**src/rtl/core_v_mcu_pkg.sv**
```systemverilog
// ---------------------------------------------------------------------------
// core_v_mcu_pkg
// Shared types and default constants for the core_v_mcu subsystem.
// The cpu_boot_ctrl defaults live here so that cpu_subsystem integration
// can reference the same values when it overrides or checks parameters.
// ---------------------------------------------------------------------------
package core_v_mcu_pkg;

   // Boot sequencer states.
   typedef enum logic [1:0] {
      IDLE  = 2'd0,  // core held in reset, waiting for boot_req_i
      HOLD  = 2'd1,  // core held in reset for RST_HOLD_CYCLES
      RUN   = 2'd2,  // core released, watchdog active
      FAULT = 2'd3   // retries exhausted, core held in reset
   } cpu_boot_state_e;

   // Default parameter values for cpu_boot_ctrl.
   localparam int unsigned CPU_BOOT_RST_HOLD_CYCLES = 16;
   localparam int unsigned CPU_BOOT_WDT_CYCLES      = 1048576;
   localparam bit          CPU_BOOT_WDT_EN          = 1'b1;
   localparam int unsigned CPU_BOOT_MAX_RETRIES     = 3;

endpackage : core_v_mcu_pkg

```
**src/rtl/cpu_boot_wdt.sv**
```systemverilog
// ---------------------------------------------------------------------------
// cpu_boot_wdt
// Heartbeat watchdog for the CPU boot sequencer. Counts consecutive enabled
// cycles without a kick and flags a trip on the cycle where the count has
// reached WDT_CYCLES-1 and no kick arrives.
//
// Ports:
//   clk_i   in   clock
//   rst_i   in   synchronous active-high reset
//   enable  in   count this cycle (core running and watchdog built in)
//   clear   in   force the counter to zero (core not running)
//   kick    in   heartbeat; clears the counter and suppresses a trip
//   trip    out  combinational trip flag for the current cycle
// ---------------------------------------------------------------------------
module cpu_boot_wdt
   import core_v_mcu_pkg::*;
#(
   parameter int unsigned WDT_CYCLES = CPU_BOOT_WDT_CYCLES
) (
   input  logic clk_i,
   input  logic rst_i,
   input  logic enable,
   input  logic clear,
   input  logic kick,
   output logic trip
);

   localparam int unsigned CNT_W = (WDT_CYCLES > 1) ? $clog2(WDT_CYCLES) : 1;
   localparam logic [CNT_W-1:0] CNT_LAST = CNT_W'(WDT_CYCLES - 1);

   logic [CNT_W-1:0] cnt_q;

   // A kick on the terminal cycle wins over the trip.
   assign trip = enable && !kick && (cnt_q == CNT_LAST);

   // NOTE: sequential state uses non-blocking assignments so every register
   // samples the pre-edge values, independent of statement order.
   always_ff @(posedge clk_i) begin
      if (rst_i || clear || kick || trip) begin
         cnt_q <= '0;
      end else if (enable) begin
         // Never reaches past CNT_LAST: the terminal cycle either trips or is
         // kicked, and both clear the counter.
         cnt_q <= cnt_q + CNT_W'(1);
      end
   end

endmodule : cpu_boot_wdt

```
**src/rtl/cpu_boot_ctrl.sv**
```systemverilog
// ---------------------------------------------------------------------------
// cpu_boot_ctrl
// Reset and boot sequencer for the CVA6 CPU subsystem. Holds the core in
// reset until a boot request, releases it after RST_HOLD_CYCLES, re-boots it
// on watchdog trips and latches a sticky fault after MAX_RETRIES trips.
//
// Ports:
//   clk_i           in   clock (single domain)
//   rst_i           in   synchronous active-high reset
//   boot_req_i      in   start boot (IDLE only)
//   boot_addr_i     in   64-bit boot address, sampled with boot_req_i
//   soft_rst_req_i  in   re-boot request (RUN only)
//   halt_req_i      in   return to IDLE from any state
//   heartbeat_i     in   watchdog kick
//   cpu_rst_no      out  CPU reset, active-low, registered; drives rst_ni
//   boot_addr_o     out  latched boot address
//   cpu_running_o   out  high in RUN
//   wdt_trip_o      out  one-cycle pulse per watchdog trip
//   retry_cnt_o     out  watchdog trips since the last accepted boot_req_i
//   fault_o         out  sticky fault, retries exhausted
// ---------------------------------------------------------------------------
module cpu_boot_ctrl
   import core_v_mcu_pkg::*;
#(
   parameter int unsigned RST_HOLD_CYCLES = CPU_BOOT_RST_HOLD_CYCLES,
   parameter int unsigned WDT_CYCLES      = CPU_BOOT_WDT_CYCLES,
   parameter bit          WDT_EN          = CPU_BOOT_WDT_EN,
   parameter int unsigned MAX_RETRIES     = CPU_BOOT_MAX_RETRIES
) (
   input  logic                               clk_i,
   input  logic                               rst_i,
   input  logic                               boot_req_i,
   input  logic [63:0]                        boot_addr_i,
   input  logic                               soft_rst_req_i,
   input  logic                               halt_req_i,
   input  logic                               heartbeat_i,
   output logic                               cpu_rst_no,
   output logic [63:0]                        boot_addr_o,
   output logic                               cpu_running_o,
   output logic                               wdt_trip_o,
   output logic [$clog2(MAX_RETRIES+1)-1:0]   retry_cnt_o,
   output logic                               fault_o
);

   localparam int unsigned HOLD_W  = $clog2(RST_HOLD_CYCLES + 1);
   localparam int unsigned RETRY_W = $clog2(MAX_RETRIES + 1);
   localparam logic [HOLD_W-1:0]  HOLD_LAST = HOLD_W'(RST_HOLD_CYCLES - 1);
   localparam logic [RETRY_W-1:0] RETRY_MAX = RETRY_W'(MAX_RETRIES);

   cpu_boot_state_e     state_q, state_d;
   logic [HOLD_W-1:0]   hold_cnt_q;
   logic [RETRY_W-1:0]  retry_d;
   logic [RETRY_W-1:0]  retry_inc;
   logic                addr_latch;
   logic                trip_taken;
   logic                wdt_trip;

   cpu_boot_wdt #(
      .WDT_CYCLES (WDT_CYCLES)
   ) u_wdt (
      .clk_i  (clk_i),
      .rst_i  (rst_i),
      .enable (WDT_EN && (state_q == RUN)),
      .clear  (state_q != RUN),
      .kick   (heartbeat_i),
      .trip   (wdt_trip)
   );

   assign retry_inc = retry_cnt_o + RETRY_W'(1);

   // NOTE: every signal written here gets a default first, so no path can
   // leave one unassigned and infer a latch.
   always_comb begin
      state_d    = state_q;
      retry_d    = retry_cnt_o;
      addr_latch = 1'b0;
      trip_taken = 1'b0;

      if (halt_req_i) begin
         state_d = IDLE;
         retry_d = '0;
      end else begin
         unique case (state_q)
            IDLE: begin
               if (boot_req_i) begin
                  state_d    = HOLD;
                  retry_d    = '0;
                  addr_latch = 1'b1;
               end
            end
            HOLD: begin
               if (hold_cnt_q == HOLD_LAST) state_d = RUN;
            end
            RUN: begin
               // Soft reset outranks both heartbeat and trip.
               if (soft_rst_req_i) begin
                  state_d = HOLD;
               end else if (wdt_trip) begin
                  trip_taken = 1'b1;
                  retry_d    = retry_inc;
                  state_d    = (retry_inc == RETRY_MAX) ? FAULT : HOLD;
               end
            end
            FAULT: ;
            default: state_d = IDLE;
         endcase
      end
   end

   // Outputs are registered from the next state, so they describe the state
   // the block is in during the current cycle.
   always_ff @(posedge clk_i) begin
      if (rst_i) begin
         state_q       <= IDLE;
         hold_cnt_q    <= '0;
         retry_cnt_o   <= '0;
         boot_addr_o   <= '0;
         cpu_rst_no    <= 1'b0;
         cpu_running_o <= 1'b0;
         wdt_trip_o    <= 1'b0;
         fault_o       <= 1'b0;
      end else begin
         state_q       <= state_d;
         // Held at zero outside HOLD, so every HOLD entry starts from zero.
         hold_cnt_q    <= (state_q == HOLD) ? hold_cnt_q + HOLD_W'(1) : '0;
         retry_cnt_o   <= retry_d;
         if (addr_latch) boot_addr_o <= boot_addr_i;
         cpu_rst_no    <= (state_d == RUN);
         cpu_running_o <= (state_d == RUN);
         wdt_trip_o    <= trip_taken;
         fault_o       <= (state_d == FAULT);
      end
   end

endmodule : cpu_boot_ctrl

```
**config.mk**
```make
export PLATFORM = sky130hd
export DESIGN_NAME = cpu_boot_ctrl
export DESIGN_NICKNAME = d
export VERILOG_FILES = /design/src/rtl/core_v_mcu_pkg.sv /design/src/rtl/cpu_boot_wdt.sv /design/src/rtl/cpu_boot_ctrl.sv
export SDC_FILE = /design/constraint.sdc
export NUM_CORES = 1
export LEC_CHECK = 0
export ABC_AREA = 1
export BUFFER_PORTS_ARGS = -buffer_cell sky130_fd_sc_hd__buf_2
export CELL_PAD_IN_SITES_DETAIL_PLACEMENT = 1
export CELL_PAD_IN_SITES_GLOBAL_PLACEMENT = 2
export CORE_MARGIN = 3
export CORE_UTILIZATION = 29
export CTS_CLUSTER_DIAMETER = 30
export CTS_CLUSTER_SIZE = 28
export DETAILED_ROUTE_END_ITERATION = 10
export PLACE_DENSITY_LB_ADDON = 0.1
export SYNTH_ARGS = -nofsm -noshare
export SYNTH_HDL_FRONTEND = slang
export SYNTH_SLANG_ARGS = --single-unit
```
**constraint.sdc**
```tcl
create_clock -name clk_i -period 4.8 [get_ports clk_i]
set_clock_uncertainty 0.1 [all_clocks]
set_input_delay 0.72 -clock clk_i [delete_from_list [all_inputs] [get_ports clk_i]]
set_output_delay 0.72 -clock clk_i [all_outputs]
set_load 0.03 [all_outputs]
```
==> reports/results.tsv <==
metric	value	unit
synth_area_per_cell	7.861	µm²
yosysMostFrequentCell	dfxtp_1	
report.final.slew_viol_count	0	
synth_nets	562	
dr.pass1.iters	4	
r2r_cells	5	
maxSlewHeadroom	28.51	%
fin_hold_ws	0.3408	ns
final_cells	794	
finalInstanceArea	4984	µm²
drt_iter0_drc	139	
grt_setup_unrepaired	false	
crit_required	4.97	ns
finalCritPeriodShare	42.05	%
area_growth	29.91	%
dieArea	14640	µm²
gr-total-overflow	0	
grt_max_degree	129	
path_cells	nor2_1, nand3_4, buf_4, o21ai_0, a21oi_1	
worstSetupPathType	reg -> reg	
cp_max_fo	128	
final_core_util	39.01	%
r2r_start	state_q[1]	
insertion_delay	0.34	ns
nNetsFinal	691	
layout_min_cycle_time	2.018	ns
powerDensity	369.0	nW/µm²
grt_pass1_vias	3422	
crit_path_start_kind	register	
cts_made_buffers	9	
synthFlopType	dfxtp_1	
cts-htree-levels	3	
cts_hold_buf	0	
drc	0	
fin_tns_setup	0	ns
regToRegEndpoint	boot_addr_o[38]	
critPathMaxStageDelay	0.78	ns
dp_cells	778	
synth_edf_count	0	
numPortBuffers	139	
wire_per_inst	12.75	µm
drive_above_1_share	30.23	%
crit_buf_inv	1	
seq_area_frac_synth	50.10	%
cts_resized	0	
synth_area	3836	µm²
min-delay-start	boot_addr_o[45]	
synthTopCellsByCount	dfxtp_1 (96), inv_1 (86), a21oi_1 (73)	
status	completed	
hold_viol_final	0	
worstMarginPinSlew	1.072	ns
antenna_found_initial	0	
core_area	12770	µm²
dp_hpwl	7.388	mm
placed_area	4664	µm²
setup_viol	0	
via_count	3476	
routed_wl	10.13	mm
cp.arrival	2.19	ns
async_flop_share	0	%
hold_path.class	reg -> reg	
cts_tree	done	
synthTopCellsByArea	dfxtp_1 (50%), a21oi_1 (9.5%), o21ai_0 (8.5%)	
post_cts_buffers	0	
pin_count	140	
leakage	2.181	nW
slowest_stage	buf_4	
clock_path_buffers	2	
drt.antenna.violating_nets	0	
grt_pass1_wl	15.96	mm
routabilityCongestion	0.7066	
fill_cells	1604	
cts-root-buf	clkbuf_16	
min_path_cells	2	
min_to	boot_addr_o[45]	
track_usage	13.77	%
num_rows	41	
ys_types	32	
start_util	30.03	%
diodes	0	
die_x	121.0	µm
synth.top_cell.area_share	50.10	%
synthCells	488	
die_y	121.0	µm
clock_sinks	96	
critPathCaptureType	register	
yosys.area.top_type	dfxtp_1	
reg2reg_slack	2.78	ns
cts.reportedPaths.clkPinSlew	0.06	ns
cp_top_family	buffers and inverters	
max_freq	0.4955	GHz
via_per_inst	4.378	
irDropWorstVdd	0.0001341	V
yosysWarnings	0	
synth-seq-cells	96	
cap_violations	0	
where the power goes:
part,switching (mW),leakage (nW),total [mW],internal [mW]
Clock,0.300,0.159,0.760,0.460
Combinational,0.154,1.24,0.225,0.0711
Sequential,0.0174,0.786,0.853,0.836
Total,0.471,2.18,1.84,1.37
worst register-to-register path, cell delays in order (launching register included):
cell,delay [ns]
dfxtp_1,0.44
nor2_1,0.12
nand3_4,0.07
buf_4,0.78
o21ai_0,0.29
a21oi_1,0.15
metal layers:
| metal | track usage, % | wire [µm] | share of wire, % |
|---|---|---|---|
| met4 | 5.878 | 221 | 2.2 |
| met1 | 16.63 | 4565 | 45 |
| met2 | 22.86 | 4733 | 47 |
| met3 | 3.916 | 605 | 6.0 |
| met5 | 0 | 0 | 0 |
state kept, by name, indices dropped and copies added, names as in the netlist:
register       flops
retry_cnt_o        2
boot_addr_o       64
u_wdt.cnt_q       20
cpu_running_o      1
fault_o            1
wdt_trip_o         1
state_q            2
hold_cnt_q         5
cell usage in the layout, fill, tap and decap left out, drive strengths merged, types with 2 or more instances in the layout:
| master | n |
|---|---|
| buf | 141 |
| dfxtp | 96 |
| inv | 92 |
| a21oi | 73 |
| o21ai | 66 |
| nand2 | 51 |
| nor2 | 50 |
| clkbuf | 14 |
| nand4 | 7 |
| nand3 | 7 |
| nor3 | 5 |
| xnor2 | 4 |
| ha | 4 |
| nor3b | 2 |
| xor2 | 2 |
| or2 | 2 |
worst max-delay path by stage:
stage,start,slack [ns],depth (start not counted),endpoint
floorplan,halt_req_i,3.23,5,boot_addr_o[12]
global placement,halt_req_i,2.53,6,boot_addr_o[2]
detailed placement,halt_req_i,2.45,6,boot_addr_o[48]
CTS,state_q[1],2.77,5,boot_addr_o[33]
global route,state_q[1],2.52,5,boot_addr_o[7]
finish,state_q[1],2.78,5,boot_addr_o[38]
cell families (layout without fill, tap and decap cells):
group	Yosys count	count (layout)	share of synthesized area [%]
AO/OA/AOI/OAI	141	141	18.53
buffers and inverters	115	249	11.94
flip-flops	96	96	50.10
adder cells (fa/ha/maj)	4	4	1.305
XOR/XNOR	6	6	1.370
AND/OR/NAND/NOR	126	126	16.76
final cells by class:
type | count | area (µm²) | area share [%]
Multi-Input combinational cell | 277 | 1469 | 29.48
Sequential cell | 96 | 1922 | 38.56
Timing Repair Buffer | 141 | 710.7 | 14.26
Clock buffer | 14 | 284.0 | 5.699
Clock inverter | 2 | 35.03 | 0.7030
Tap cell | 172 | 215.2 | 4.318
Inverter | 92 | 347.8 | 6.980
metrics by stage:
stage	total power, mW	setup slack, ns
after floorplan	1.016	3.228
after global placement	1.095	2.530
after detailed placement	1.101	2.451
after CTS	1.875	2.770
after global routing	1.928	2.518
final	1.839	2.782
No activity file was read; power rests on OpenSTA's default activity.
